File: config.mk
export PLATFORM = sky130hd
export DESIGN_NAME = power_isqrt
export DESIGN_NICKNAME = d
export VERILOG_FILES = /design/src/rtl/power_isqrt.sv
export SDC_FILE = /design/constraint.sdc
export NUM_CORES = 1
export LEC_CHECK = 0
export CORE_ASPECT_RATIO = 0.8
export CORE_MARGIN = 1
export CORE_UTILIZATION = 50
export DETAILED_ROUTE_END_ITERATION = 12
export MAX_ROUTING_LAYER = met4
export PLACE_DENSITY = 0.7
export SLEW_MARGIN = 40
export SYNTH_ARGS = -nofsm -noshare
export SYNTH_HDL_FRONTEND = slang
export SYNTH_SLANG_ARGS = --single-unit
export TNS_END_PERCENT = 5
File: constraint.sdc
create_clock -name clk -period 3.4 [get_ports clk]
set_input_delay 0.51 -clock clk [delete_from_list [all_inputs] [get_ports clk]]
set_output_delay 0.51 -clock clk [all_outputs]
set_load 0.005 [all_outputs]
File: src/rtl/power_isqrt.sv
// rtl/power_isqrt.sv - iterative radix-2 integer square root with remainder
//
// Purpose: accepts a 2*DATA_WIDTH-bit unsigned radicand and produces its
// floor square root and remainder, one root bit per clock.
//
// Ports:
//   clk      system clock, all state changes on the rising edge
//   reset    synchronous active-high reset
//   i_valid  radicand valid
//   i_data   unsigned radicand (2*DATA_WIDTH bits)
//   o_ready  block can accept a radicand this cycle
//   o_valid  one-cycle result strobe per accepted radicand
//   o_data   floor(sqrt(radicand)) (DATA_WIDTH bits)
//   o_rem    radicand - o_data*o_data (DATA_WIDTH+1 bits)
//   o_exact  remainder is zero
module power_isqrt #(
  parameter int DATA_WIDTH = 32
) (
  input  logic                      clk,
  input  logic                      reset,
  input  logic                      i_valid,
  input  logic [2*DATA_WIDTH-1:0]   i_data,
  output logic                      o_ready,
  output logic                      o_valid,
  output logic [DATA_WIDTH-1:0]     o_data,
  output logic [DATA_WIDTH:0]       o_rem,
  output logic                      o_exact
);

  localparam int CW = (DATA_WIDTH > 1) ? $clog2(DATA_WIDTH) : 1;

  typedef enum logic [1:0] {
    IDLE = 2'd0,
    CALC = 2'd1,
    DONE = 2'd2
  } state_t;

  state_t state;
  state_t state_nxt;

  logic [2*DATA_WIDTH-1:0] radicand;
  logic [DATA_WIDTH+1:0]   rem;
  logic [DATA_WIDTH+1:0]   r2;
  logic [DATA_WIDTH+1:0]   trial;
  logic [DATA_WIDTH+1:0]   rem_nxt;
  logic [DATA_WIDTH-1:0]   root;
  logic [DATA_WIDTH-1:0]   root_nxt;
  logic [CW-1:0]           cnt;
  logic                    accept;
  logic                    ge;
  logic                    last;

  assign accept = i_valid && o_ready;
  assign last   = (state == CALC) && (cnt == '0);

  // One digit step: bring down the next radicand bit pair and try to
  // subtract (4*root + 1). The remainder never exceeds 2*root, so the
  // shifted value fits in DATA_WIDTH+2 bits.
  always_comb begin
    r2       = {rem[DATA_WIDTH-1:0], radicand[2*DATA_WIDTH-1 -: 2]};
    trial    = {root, 2'b01};
    ge       = (r2 >= trial);
    rem_nxt  = ge ? (r2 - trial) : r2;
    root_nxt = {root[DATA_WIDTH-2:0], ge};
  end

  // State register
  always_ff @(posedge clk) begin
    if (reset) begin
      state <= IDLE;
    end else begin
      state <= state_nxt;
    end
  end

  // Next-state logic
  always_comb begin
    state_nxt = state;
    case (state)
      IDLE: if (accept) state_nxt = CALC;
      CALC: if (cnt == '0) state_nxt = DONE;
      DONE: state_nxt = accept ? CALC : IDLE;
      default: state_nxt = IDLE;
    endcase
  end

  // Output logic; DONE lasts exactly one cycle, so it doubles as the strobe
  always_comb begin
    o_ready = !reset && ((state == IDLE) || (state == DONE));
    o_valid = (state == DONE);
  end

  // Datapath and result registers
  always_ff @(posedge clk) begin
    if (reset) begin
      radicand <= '0;
      rem      <= '0;
      root     <= '0;
      cnt      <= '0;
      o_data   <= '0;
      o_rem    <= '0;
      o_exact  <= 1'b0;
    end else if (accept) begin
      radicand <= i_data;
      rem      <= '0;
      root     <= '0;
      cnt      <= CW'(DATA_WIDTH - 1);
    end else if (state == CALC) begin
      radicand <= radicand << 2;
      rem      <= rem_nxt;
      root     <= root_nxt;
      if (last) begin
        // Results are captured from the final step directly so they are
        // visible in the same cycle as the strobe.
        o_data  <= root_nxt;
        o_rem   <= rem_nxt[DATA_WIDTH:0];
        o_exact <= (rem_nxt == '0);
      end else begin
        cnt <= cnt - CW'(1);
      end
    end
  end

endmodule

---- After elaboration in Yosys (flattened, before gate mapping) ----
Index checks and enable logic that the tools add are counted.
operators by class
  add/subtract/negate cells ............... 2
  order comparisons ....................... 1
  equality and inequality tests ........... 5
  mux-type cells .......................... 10
  bitwise gates (word level) .............. 1
  reduce and logical (&&, ||, !) cells .... 13
operators by type and width
  kind                 count
  $mux 64              2
  $ge 34x34->1         1
  $logic_not 34->1     1
  $mux 34              1
  $sub 34x34->34       1
  $mux 5               3
  $pmux 2 s3           1
  $logic_not 5->1      1
  $sub 5x1->5 const B  1
  $mux 2               2
  $ne 2x2->1 const B   2
  $reduce_and 2->1     2
  $logic_and 1x1->1    3
  $reduce_and 3->1     1
  $eq 2x1->1 const B   1
  $eq 2x2->1 const B   1
  $logic_not 2->1      1
  $ne 2x1->1 const B   1
  $reduce_bool 2->1    1
  $reduce_or 2->1      1
  $logic_not 1->1      1
  $logic_or 1x1->1     1
  $mux 1               1
  $not 1->1            1
storage, ports and cells
  register bits ........................... 201
  input bits .............................. 67
  output and inout port bits .............. 68
  word-level logic and storage cells ...... 40

---- Logic depth before layout (Yosys ltp) ----
  word-level depth ........................ 6
  gate-level depth with buffers ........... 15
  gate-level depth less buffers ........... 13

---- Least setup slack after synthesis ----
Ideal clock, no wire load.
  kind .................................... register to register
  from .................................... reg root[8]
  to ...................................... reg o_rem[17]
  setup time .............................. 0.130 ns
  arrival ................................. 2.825 ns
  data required time ...................... 3.270 ns
  path slack .............................. 0.445 ns
  stages on the path, launching flop included .. 14
  path buffers ............................ 3
  clock period less this slack ............ 2.955 ns
  cell sequence ........................... dfxtp_1 > inv_1 > ha_1 > buf_2 > nand4_1 > nor4_2 > o21ai_1 > and3_1 > buf_2 > o221ai_2 > buf_2 > mux2_2 > nor2_1 > nor3_1
on the way
  word-level cells in the longest chain between the ends .. 2
  elaborated cells on any way between the ends .. 3
  classes of those cells .................. add/sub (1); order compare (1); mux (1)
ends and longest elaborated chain
  element                                                RTL line  text
  from (decl)                                            46        logic [DATA_WIDTH-1:0] root;
  from (signal assigned)                                 111       root <= root_nxt;
  $sub 34x34->34 / $ge 34x34->1 (equally long branches)  63, 62
  $mux 34 (*)                                            63        rem_nxt = ge ? (r2 - trial) : r2;
  to (signal assigned)                                   116       o_rem <= rem_nxt[DATA_WIDTH:0];
  to (decl)                                              26        output logic [DATA_WIDTH:0] o_rem,
Mark *: on every way between the ends. The rest lies on a longest branch, timed or not.
A chain may end at the register's enable or synchronous reset.

---- Worst setup path after layout ----
  from .................................... reg root[0]
  to ...................................... reg o_exact
on the way
  word-level cells in the longest chain between the ends .. 3
  elaborated cells on any way between the ends .. 4
  classes of those cells .................. add/sub (1); order compare (1); mux (1); reduce/logical (1)
ends and longest elaborated chain
  element                                                RTL line  text
  $sub 34x34->34 / $ge 34x34->1 (equally long branches)  63, 62
  $mux 34 (*)                                            63
  $logic_not 34->1 (*)                                   117       o_exact <= (rem_nxt == '0);
  to (signal assigned)                                   117
  to (decl)                                              27        output logic o_exact
Marked as above.

==> metrics.md <==
| Metric | Value |
|---|---|
| Via count | `around 9300` |
| Clock-pin slew on the worst setup and hold paths | `60 ps` |
| Drt first-iter violations | `around 920` |
| I/O pins | `135` |
| CP required | `3840 ps` |
| Area growth, synth to finish | `24.2%` |
| Top-area cell type share of the netlist area | `between 40 and 50%` |
| Overflow after GRT | `0` |
| Static Leak | `about 4.4 nW` |
| Yosys reg bits | `~200` |
| Pins Over Slew Limit | `0` |
| Hold-critical path depth | `2` |
| TNS Setup | `0 ps` |
| Final period util | `a little over nine tenths` |
| Hold path start | `reset` |
| Diode count | `0` |
| Critical R2R Capture | `o_exact` |
| Sequential Area | `~4000 sq um` |
| Final wirelength | `about 28000 microns` |
| Synth cell types | `between 50 and 60` |
| Synthesized area | `slightly below 10000 sq um` |
| FFs w/ async S/R, synth | `0%` |
| Final Hold Fails | `0` |
| Die Width | `roughly 160 microns` |
| Core area | `between 15000 and 20000 sq um` |
| Wire length per cell | `about 17 microns` |
| Worst Hold Class | `primary input to flop` |
| Slew @ Worst Pin | `812 ps` |
| Yosys synthesis warning count | `0` |
| DIE AREA | `slightly above 20000 sq um` |
| # clock sinks | `between 200 and 250` |
| Post-synth top cells | `247 x nand2_1, 201 x dfxtp_1, 178 x a21oi_1, 119 x nor2_1, 77 x clkbuf_1` |
| Internal Power | `approximately 4.8 mW` |
| Post-Syn Nets | `approximately 1400` |
| Initial antenna violation count | `0` |
| Combinational power share | `around 38%` |
| Top cells by area, synth | `dfxtp_1 41%, nand2_1 9.5%, a21oi_1 9.1%` |
| H-Tree Level Count | `1` |
| Cells after Synth | `between 1000 and 1500` |
| Total Nets Final | `1476` |
| Status | `finished clean` |
| HPWL Detailed | `around 20000 microns` |
| Reg2reg start | `root[0]` |
| GP Congestion | `about 1.0` |
| Multi-input gate area | `approximately 5400 sq um` |
| Layout cells sized above 1 | `7.22%` |
| Slew Limit Headroom | `between 40% and 50%` |
| Synth Flop Type | `dfxtp_1` |
| Port buffer count | `~130` |
| Cell taking the most area after synthesis | `dfxtp_1` |
| Root Buffer | `clkbuf_16` |
| Final ANT Viol Nets | `0` |
| Hold EP | `state[1]` |
| Die Ht | `between 100 and 150 microns` |
| Flop pwr share | `34.6%` |
| Total power draw | `between 7 and 8 mW` |
| First-pass GRT wire length | `44100 microns` |
| Vias in the first global route | `roughly 8000` |
| Net Sw Power | `~2.7 mW` |
| Count leader, synth | `nand2_1` |
| Clk_lat worst skew | `510 ps` |
| Worst-path fanout max | `5` |
| Final setup violating endpoints | `0` |
| Reg2Reg Depth | `14` |
| Clk pwr share | `27.9%` |
| Worst Path Arrival | `between 3000 and 4000 ps` |
| Drt drc | `0` |
| Detailed Routing Iterations Pass 1 | `5` |
| Maxcap violations | `0` |
| CTS Buf Count | `21` |
| GRT Overall Usage | `between 20 and 30%` |
| Vias per inst | `between 5 and 6` |
| Mean Syn Cell Area | `7.77 sq um` |
| Pin count of the biggest net entering global routing | `~90` |
| Sw Share | `36.0%` |
| Final Critical Period | `between 3000 and 4000 ps` |
| Number of synthesized flops with an enable pin | `0` |
| R2R setup slack | `roughly 130 ps` |
| Max Clock Skew | `21.6 ps` |
| Startpoint Class | `flop` |
| RSZ-0062 raised after global routing | `false` |
| TritonCTS clock tree | `built` |
| Fillers | `roughly 1700` |
| Seq/Total Area, Yosys | `41.0%` |
| Cell area power density | `around 600 nW/um^2` |
| Setup CP Type | `flop to flop` |
| Std-Cell Rows | `45` |
| CTS Buffer Depth | `3` |
| Maximum clock rate | `305 MHz` |
| Initial Utilization | `between 50% and 60%` |
| Max IR drop VDD | `0.357 mV` |
| Crit path capture type | `flop` |
==> area by class of cell <==
| cell class | count | area share (%) |
|---|---|---|
| Clock buffer | 30 | 4.67 |
| Clock inverter | 6 | 0.277 |
| Inverter | 40 | 1.23 |
| Multi-Input combinational cell | 931 | 44.2 |
| Sequential cell | 201 | 33.0 |
| Tap cell | 258 | 2.65 |
| Timing Repair Buffer | 178 | 13.9 |
==> state kept, by name, summed over array words and instances (netlist names) <==
signal	flops
rem	32
cnt	5
o_data	32
o_exact	1
root	32
radicand	64
state	2
o_rem	33
==> what timing repair did <==
| item | CTS | global route |
|---|---|---|
| hold buffers | 0 | 0 |
| buffers inserted | 0 | 4 |
| pin swaps | 1 | 3 |
| resized for setup | 0 | 13 |
| setup endpoints to repair | 1 | 2 |
==> metal layers <==
layer	GRT usage, %	part of all wire [%]	up-vias
met5	-	0	-
met4	5.49	1.7	0
met3	3.87	6.3	39
met2	37.2	40	289
met1	44.7	52	4345
li1	-	-	4633
==> cell families after synthesis <==
| kind of cell | after synthesis | synth area share, % |
|---|---|---|
| mux | 22 | 2.28 |
| fa+ha+maj | 36 | 4.59 |
| simple gates | 464 | 20.4 |
| compound gates | 376 | 23.6 |
| flops | 201 | 41.0 |
| buf+inv | 130 | 5.08 |
| xor+xnor | 33 | 2.95 |
==> power groups by stage <==
stage | registers [mW] | logic, mW | clock network [mW]
6_report | 2.58 | 2.79 | 2.08
3_3_place_gp | 2.62 | 2.65 | 0
4_1_cts | 2.57 | 2.67 | 2.12
2_1_floorplan | 2.60 | 1.73 | 0
5_1_grt | 2.59 | 3.01 | 2.21
3_5_place_dp | 2.62 | 2.64 | 0
==> worst max-delay path, cell delays in order (launching register included) <==
cell       delay (ps)
dfxtp_1           390
inv_1              90
ha_4              180
nor3_1            250
o21ai_2           150
buf_4             150
o2111a_1          250
or4b_1            620
a31o_1            230
a31oi_1           220
xnor2_1            80
mux2_2            300
nor2_1            110
o2111ai_1         120
nand2_1            80
==> placed cells by master (no fill, tap or decap), drive strengths merged, types with 8 or more instances in the layout <==
master,count
a211oi,53
a21o,11
a21oi,178
a22oi,63
and3,8
buf,45
clkbuf,30
clkdlybuf4s50,133
dfxtp,201
ha,36
inv,41
mux2i,19
nand2,248
nand3,9
nor2,120
nor3,30
o21ai,36
xnor2,20
xor2,13
==> worst max path at each step <==
stage                      to  cells after the start     start
finish                o_exact                     14   root[0]
global route          o_exact                     12   root[1]
CTS                   o_exact                     12   root[2]
detailed placement    o_exact                     13  root[10]
global placement      o_exact                     12   root[0]
floorplan           o_rem[17]                     13   root[8]
==> per-stage QoR <==
step / utilization (%) / cells / instance area (sq um) / worst slack [ps] / hold slack (ps)
6_report: 63.8 / 1644 / 12200 / 127 / 231
5_1_grt: 63.8 / 1644 / 12200 / 11.1 / 236
4_1_cts: 63.3 / 1640 / 12100 / 49.1 / 218
3_5_place_dp: 60.1 / 1604 / 11500 / 34.4 / 445
3_3_place_gp: 60.1 / 1604 / 11500 / 168 / 440
2_1_floorplan: - / 1262 / 9810 / 445 / 436
Power figures use the tool's default switching activity.
